==> src/rtl/key_event_decoder_pkg.sv <==
// Shared definitions for the key gesture decoder: FSM state encodings used by
// the decoder, the LED/menu consumers and the bench.
package key_event_decoder_pkg;

  typedef logic [2:0] key_state_t;

  localparam key_state_t S_IDLE      = 3'd0;
  localparam key_state_t S_PRESS1    = 3'd1;
  localparam key_state_t S_LONG_HOLD = 3'd2;
  localparam key_state_t S_WAIT2     = 3'd3;
  localparam key_state_t S_PRESS2    = 3'd4;

endpackage

==> src/rtl/key_event_decoder_ms_timebase.sv <==
// Millisecond prescaler: counts 0..MS_TICKS-1 and flags the last count as a tick.
// A synchronous clear restarts the millisecond so timeouts begin on a state change.
module ms_timebase #(
  parameter int MS_TICKS = 50000
) (
  input  logic CLK,
  input  logic RST_n,
  input  logic Clr,
  output logic Ms_Tick
);

  localparam int PW = (MS_TICKS > 1) ? $clog2(MS_TICKS) : 1;
  localparam logic [PW-1:0] LAST = PW'(MS_TICKS - 1);

  logic [PW-1:0] presc;

  always_ff @(posedge CLK or negedge RST_n) begin
    if (!RST_n) begin
      presc <= '0;
    end else if (Clr || (presc == LAST)) begin
      presc <= '0;
    end else begin
      presc <= presc + 1'b1;
    end
  end

  assign Ms_Tick = (presc == LAST);

endmodule

==> src/rtl/key_event_decoder.sv <==
// Turns a debounced key level into one-cycle click / double-click / long-press pulses,
// so downstream LED and menu logic needs no timing of its own.
module key_event_decoder
  import key_event_decoder_pkg::*;
#(
  parameter bit ACTIVE_LOW = 1'b1,
  parameter int MS_TICKS   = 50000,
  parameter int LONG_MS    = 1000,
  parameter int DCLK_MS    = 300
) (
  input  logic CLK,
  input  logic RST_n,
  input  logic Key_In,
  output logic Click_Sig,
  output logic Double_Sig,
  output logic Long_Sig,
  output logic Busy
);

  localparam int CW = $clog2(LONG_MS + 1);
  localparam logic [CW-1:0] CNT_MAX  = '1;
  localparam logic [CW-1:0] LONG_CNT = CW'(LONG_MS);
  localparam logic [CW-1:0] DCLK_CNT = CW'(DCLK_MS);

  generate
    if (MS_TICKS < 1) begin : g_bad_ms_ticks
      $error("key_event_decoder: MS_TICKS must be >= 1");
    end
    if (LONG_MS < 1) begin : g_bad_long_ms
      $error("key_event_decoder: LONG_MS must be >= 1");
    end
    if (DCLK_MS < 1) begin : g_bad_dclk_ms
      $error("key_event_decoder: DCLK_MS must be >= 1");
    end
    // The ms counter is sized by LONG_MS, so the double-click window must fit in it.
    if (DCLK_MS > (2 ** CW) - 1) begin : g_bad_dclk_width
      $error("key_event_decoder: DCLK_MS does not fit the ms counter");
    end
  endgenerate

  logic          key_q;
  logic          pressed;
  logic          ms_tick;
  logic          state_chg;
  logic [CW-1:0] ms_cnt;
  key_state_t    state;
  key_state_t    state_nxt;
  logic          click_nxt;
  logic          dbl_nxt;
  logic          long_nxt;

  always_ff @(posedge CLK or negedge RST_n) begin
    if (!RST_n) begin
      key_q <= ACTIVE_LOW;
    end else begin
      key_q <= Key_In;
    end
  end

  assign pressed   = (key_q == !ACTIVE_LOW);
  assign state_chg = (state_nxt != state);

  ms_timebase #(
    .MS_TICKS(MS_TICKS)
  ) u_timebase (
    .CLK    (CLK),
    .RST_n  (RST_n),
    .Clr    (state_chg),
    .Ms_Tick(ms_tick)
  );

  // Elapsed ms in the current state; saturates instead of wrapping.
  always_ff @(posedge CLK or negedge RST_n) begin
    if (!RST_n) begin
      ms_cnt <= '0;
    end else if (state_chg) begin
      ms_cnt <= '0;
    end else if (ms_tick && (ms_cnt != CNT_MAX)) begin
      ms_cnt <= ms_cnt + 1'b1;
    end
  end

  always_comb begin
    state_nxt = state;
    click_nxt = 1'b0;
    dbl_nxt   = 1'b0;
    long_nxt  = 1'b0;
    case (state)
      S_IDLE: begin
        if (pressed) state_nxt = S_PRESS1;
      end
      S_PRESS1: begin
        if (!pressed) begin
          state_nxt = S_WAIT2;
        end else if (ms_cnt == LONG_CNT) begin
          long_nxt  = 1'b1;
          state_nxt = S_LONG_HOLD;
        end
      end
      S_LONG_HOLD: begin
        if (!pressed) state_nxt = S_IDLE;
      end
      S_WAIT2: begin
        // Timeout is tested first so a press landing on the boundary yields a click.
        if (ms_cnt == DCLK_CNT) begin
          click_nxt = 1'b1;
          state_nxt = S_IDLE;
        end else if (pressed) begin
          state_nxt = S_PRESS2;
        end
      end
      S_PRESS2: begin
        if (!pressed) begin
          dbl_nxt   = 1'b1;
          state_nxt = S_IDLE;
        end
      end
      default: state_nxt = S_IDLE;
    endcase
  end

  always_ff @(posedge CLK or negedge RST_n) begin
    if (!RST_n) begin
      state      <= S_IDLE;
      Click_Sig  <= 1'b0;
      Double_Sig <= 1'b0;
      Long_Sig   <= 1'b0;
    end else begin
      state      <= state_nxt;
      Click_Sig  <= click_nxt;
      Double_Sig <= dbl_nxt;
      Long_Sig   <= long_nxt;
    end
  end

  assign Busy = (state != S_IDLE);

endmodule

==> config.mk <==
export PLATFORM = sky130hd
export DESIGN_NAME = key_event_decoder
export DESIGN_NICKNAME = d
export VERILOG_FILES = /design/src/rtl/key_event_decoder_pkg.sv /design/src/rtl/key_event_decoder_ms_timebase.sv /design/src/rtl/key_event_decoder.sv
export SDC_FILE = /design/constraint.sdc
export NUM_CORES = 1
export LEC_CHECK = 0
export BUFFER_PORTS_ARGS = -buffer_cell sky130_fd_sc_hd__buf_4
export CORE_MARGIN = 5
export CORE_UTILIZATION = 60
export CTS_CLUSTER_SIZE = 25
export DETAILED_ROUTE_END_ITERATION = 12
export PLACE_DENSITY = 0.83
export SKIP_LAST_GASP = 1
export SYNTH_ARGS = -nofsm -noshare
export SYNTH_HDL_FRONTEND = slang
export SYNTH_SLANG_ARGS = --single-unit
==> constraint.sdc <==
create_clock -name CLK -period 3.3 [get_ports CLK]
set_clock_uncertainty 0.05 [all_clocks]
set_input_delay 0.33 -clock CLK [delete_from_list [all_inputs] [get_ports CLK]]
set_output_delay 0.33 -clock CLK [all_outputs]
set_load 0.005 [all_outputs]
==> report_table.html <==
<table>
<tr><th>Metric</th><th>Value</th></tr>
<tr><th colspan="2">Detailed routing</th></tr>
<tr><td>Per-cell via count in the routed design</td><td>6.467</td></tr>
<tr><td>Number of iterations in the first detailed-routing pass</td><td>4</td></tr>
<tr><td>Via Count</td><td>about 1,500</td></tr>
<tr><td>Drt total wl</td><td>3.658 mm</td></tr>
<tr><td>Number of routed nets with antenna violations</td><td>0</td></tr>
<tr><td># DRC</td><td>0</td></tr>
<tr><td>Drt first-iter violations</td><td>~100</td></tr>
<tr><td>Wirelength per Cell</td><td>16.26 um</td></tr>
<tr><th colspan="2">Floorplan</th></tr>
<tr><td>Top-level port count</td><td>7</td></tr>
<tr><td>Core box area</td><td>2781 sq um</td></tr>
<tr><td>Cell row count</td><td>19</td></tr>
<tr><td>Chip height</td><td>~64 um</td></tr>
<tr><td>Die outline area</td><td>4117 sq um</td></tr>
<tr><td>Initial Util</td><td>63.29%</td></tr>
<tr><td>Die Width</td><td>between 60 and 70 um</td></tr>
<tr><th colspan="2">STA</th></tr>
<tr><td>Final Hold Viols</td><td>0</td></tr>
<tr><td>Pin slew with the least headroom to its limit</td><td>slightly below 0.6 ns</td></tr>
<tr><td>Max-slew headroom at the worst pin</td><td>between 60% and 70%</td></tr>
<tr><td>Final worst path period share</td><td>between 80% and 90%</td></tr>
<tr><td>Unrepaired setup endpoints after global routing</td><td>no</td></tr>
<tr><td>Final number of setup-violating endpoints</td><td>0</td></tr>
<tr><td>Max-slew violation count</td><td>0</td></tr>
<tr><td>Fmax</td><td>around 380 MHz</td></tr>
<tr><td>Smallest hold slack</td><td>0.05289 ns</td></tr>
<tr><td>Aggregate negative setup slack</td><td>0 ns</td></tr>
<tr><td>Final critical path time including I/O delays and setup</td><td>roughly 2.6 ns</td></tr>
<tr><th colspan="2">Placement</th></tr>
<tr><td>Placed instance area</td><td>approximately 1800 sq um</td></tr>
<tr><td>Count of buffers inserted at the top-level ports</td><td>6</td></tr>
<tr><td>HPWL after detailed placement</td><td>about 2.5 mm</td></tr>
<tr><td>Final GP Congestion</td><td>0.9014</td></tr>
<tr><th colspan="2">Synth</th></tr>
<tr><td>Synthesized area per cell</td><td>9.516 sq um</td></tr>
<tr><td>Cell area after synthesis</td><td>between 1500 and 2000 sq um</td></tr>
<tr><td>Number of library cell types mapped by synthesis</td><td>40</td></tr>
<tr><td>Number of instances in the synthesized netlist</td><td>about 190</td></tr>
<tr><td>Sequential share of the synthesized area</td><td>between 40% and 50%</td></tr>
<tr><td>Number of warnings printed during yosys synthesis</td><td>0</td></tr>
<tr><td>Register bit total from synthesis</td><td>33</td></tr>
<tr><td>Net count after synthesis</td><td>approximately 190</td></tr>
<tr><th colspan="2">Layout</th></tr>
<tr><td>Utilization of the core after routing</td><td>68.60%</td></tr>
<tr><td>Area overhead of the layout relative to synthesis</td><td>8.387%</td></tr>
<tr><td>Finished layout cell area</td><td>between 1500 and 2000 sq um</td></tr>
<tr><td>Fillers</td><td>208</td></tr>
<tr><td>Nets@finish</td><td>199</td></tr>
<tr><td>Layout cells sized above 1</td><td>9.794%</td></tr>
<tr><td>Count of antenna diodes in the layout</td><td>0</td></tr>
<tr><th colspan="2">CTS</th></tr>
<tr><td>TritonCTS Buffers</td><td>5</td></tr>
<tr><td>CTS Root Buffer Type</td><td>clkbuf_4</td></tr>
<tr><td>Clock transition at the registers of the reported paths</td><td>roughly 0.1 ns</td></tr>
<tr><td>Clock tree sinks</td><td>33</td></tr>
<tr><td>Number of resized instances in the post-cts repair step</td><td>0</td></tr>
<tr><td>Post-CTS setup buffer count</td><td>0</td></tr>
<tr><td>Skew-Pair Late Insertion Delay</td><td>0.33 ns</td></tr>
<tr><td>TritonCTS clock tree</td><td>yes</td></tr>
<tr><td>Number of H-tree levels</td><td>2</td></tr>
<tr><td># hold bufs at CTS</td><td>1</td></tr>
<tr><td>Deepest clock path buffer count</td><td>2</td></tr>
<tr><th colspan="2">Pwr</th></tr>
<tr><td>Pleak</td><td>around 0.79 nW</td></tr>
<tr><td>Worst vdd ir</td><td>~0.39 mV</td></tr>
<tr><td>Design Power</td><td>around 1000 uW</td></tr>
<tr><td>Cell area power density</td><td>around 520 nW/um^2</td></tr>
<tr><th colspan="2">Setup path</th></tr>
<tr><td>Arrival time at the worst endpoint</td><td>about 2.9 ns</td></tr>
<tr><td>Crit path kind</td><td>flop to flop</td></tr>
<tr><td>Worst Reg2Reg Path Length in Cells</td><td>4</td></tr>
<tr><td>Terminus of the critical flop-to-flop path</td><td>ms_cnt[4]</td></tr>
<tr><td>Critical Path RT</td><td>~3.5 ns</td></tr>
<tr><td>Kind of capture point of the worst setup path</td><td>flop</td></tr>
<tr><td>R2r startpoint</td><td>u_timebase.presc[13]</td></tr>
<tr><td>Register-to-register setup slack</td><td>around 0.65 ns</td></tr>
<tr><td>Kind of start point of the critical path</td><td>flop</td></tr>
<tr><td>CP Max Fanout</td><td>18</td></tr>
<tr><th colspan="2">Global routing</th></tr>
<tr><td>Global-route layer with the greatest usage</td><td>met2</td></tr>
<tr><td>Maximum number of pins on one net before global-route repair</td><td>34</td></tr>
<tr><td>Global routing usage on met1</td><td>25.87%</td></tr>
<tr><td>Global routing met3 resource utilization</td><td>between 4 and 5%</td></tr>
<tr><td>Global-route usage over all layers</td><td>between 10% and 20%</td></tr>
<tr><td>Number of global-route vias before repair</td><td>between 1,000 and 1,500</td></tr>
<tr><td>Antenna violations before repair</td><td>0</td></tr>
<tr><td>Met2 Use GR</td><td>between 30% and 40%</td></tr>
<tr><td>Global-route wire length before repair</td><td>about 6.5 mm</td></tr>
<tr><td>Total grt overflow</td><td>0</td></tr>
<tr><th colspan="2">Min path</th></tr>
<tr><td>Start point of the worst hold path</td><td>Key_In</td></tr>
<tr><td>Hold worst-path end</td><td>key_q</td></tr>
<tr><td>Path type of the worst min-delay path</td><td>input port to flop</td></tr>
<tr><td>WHS Path Cells</td><td>1</td></tr>
<tr><th colspan="2">Status</th></tr>
<tr><td>Status</td><td>finished, final reports clean</td></tr>
<tr><th colspan="2">Job</th></tr>
<tr><td>Max-cap check violation count</td><td>0</td></tr>
</table>
[how the worst max path moves through the flow]
stage / start / endpoint / slack [ns] / cells after the start
2_1_floorplan: u_timebase.presc[10] / ms_cnt[3] / 1.0 / 5
3_3_place_gp: u_timebase.presc[10] / ms_cnt[3] / 0.76 / 4
3_5_place_dp: u_timebase.presc[10] / ms_cnt[4] / 0.68 / 4
4_1_cts: u_timebase.presc[10] / ms_cnt[4] / 0.67 / 4
5_1_grt: u_timebase.presc[10] / ms_cnt[3] / 0.51 / 4
6_report: u_timebase.presc[13] / ms_cnt[4] / 0.65 / 4
[flip-flops by register name (all words and copies together), names as in the netlist]
signal and count:
Long_Sig 1, state 3, u_timebase.presc 16, key_q 1
Click_Sig 1, ms_cnt 10, Double_Sig 1
[cells in the mapped netlist (all sizes together)]
| master | count | area, sq um |
|---|---|---|
| dfrtp | 32 | 800.8 |
| nor2 | 19 | 71.32 |
| a21oi | 15 | 75.07 |
| xor2 | 12 | 105.1 |
| nand3 | 11 | 55.05 |
| inv | 8 | 30.03 |
| nand2 | 8 | 30.03 |
| o31ai | 8 | 60.06 |
| nand4 | 7 | 43.79 |
| o21ai | 7 | 35.03 |
| or4 | 7 | 52.55 |
| clkbuf | 6 | 22.52 |
| and3 | 5 | 31.28 |
| and4 | 5 | 43.79 |
| ha | 3 | 37.54 |
| or3 | 3 | 18.77 |
| or4b | 3 | 30.03 |
| a31oi | 2 | 12.51 |
| and2 | 2 | 12.51 |
| buf | 2 | 8.750 |
| nand4b | 2 | 17.52 |
| or4bb | 2 | 22.52 |
| a211oi | 1 | 7.510 |
| a311oi | 1 | 8.760 |
| and3b | 1 | 8.760 |
| dfstp | 1 | 26.28 |
| nand3b | 1 | 7.510 |
| nor2b | 1 | 6.260 |
| nor3 | 1 | 5.000 |
| nor3b | 1 | 7.510 |
| nor4 | 1 | 6.260 |
| nor4b | 1 | 8.760 |
| o2111ai | 1 | 8.760 |
| o211a | 1 | 10.01 |
| o21a | 1 | 7.510 |
| o21bai | 1 | 7.510 |
| o41ai | 1 | 8.760 |
| xnor2 | 1 | 8.760 |
[cell families (layout without fill, tap and decap cells)]
logic type,count (synthesis),after routing,share of synthesized area [%]
fa+ha+maj,3,3,2.132
xor+xnor,13,13,6.468
simple gates,81,81,27.22
buf+inv,16,25,3.482
compound gates,39,39,13.72
flops,33,33,46.98
[power breakdown]
group	switching (mW)	internal, mW	leakage, nW	total, mW
logic	0.166	0.0989	0.300	0.265
clock network	0.134	0.123	0.0413	0.257
registers	0.0417	0.434	0.451	0.475
[final cells by class]
type	count	area, sq um	share of cell area, %
clock inverters	1	5.005	0.2623
multi-input cells	136	872.1	45.70
clock buffers	7	65.06	3.410
repair buffers	9	70.07	3.672
flip-flops and latches	33	827.0	43.34
inverters	8	30.03	1.574
well taps	31	38.79	2.033
[per-layer routing]
layer	part of all wire, %	wire length (um)
met1	44	1615
met2	49	1776
met3	6.1	223
met4	1.2	44
met5	0	0
[worst max-delay path: stages (launching register included)]
cell     delay (ns)
dfrtp_1        0.43
or4b_1         0.54
or4_1          0.79
or4_1          0.60
a21oi_1        0.16
[placed cells by master (no fill, tap or decap), types with 2 or more instances in the layout]
| master | count |
|---|---|
| dfrtp_1 | 32 |
| nor2_1 | 19 |
| a21oi_1 | 15 |
| xor2_1 | 12 |
| nand3_1 | 11 |
| inv_1 | 8 |
| o31ai_1 | 8 |
| nand2_1 | 8 |
| buf_4 | 8 |
| o21ai_0 | 7 |
| nand4_1 | 7 |
| or4_1 | 7 |
| and4_1 | 5 |
| and3_1 | 5 |
| clkbuf_4 | 5 |
| or3_1 | 3 |
| ha_1 | 3 |
| and2_1 | 2 |
| a31oi_1 | 2 |
| or4b_2 | 2 |
| or4bb_1 | 2 |
| nand4b_1 | 2 |
| clkbuf_8 | 2 |
[per-stage QoR]
step | worst slack, ns | instances
final | 0.6501 | 225
after global routing | 0.5051 | 225
after global placement | 0.7643 | 216
after detailed placement | 0.6801 | 216
after CTS | 0.6713 | 225
after floorplan | 0.9985 | 185
No activity file was read; power rests on OpenSTA's default activity.
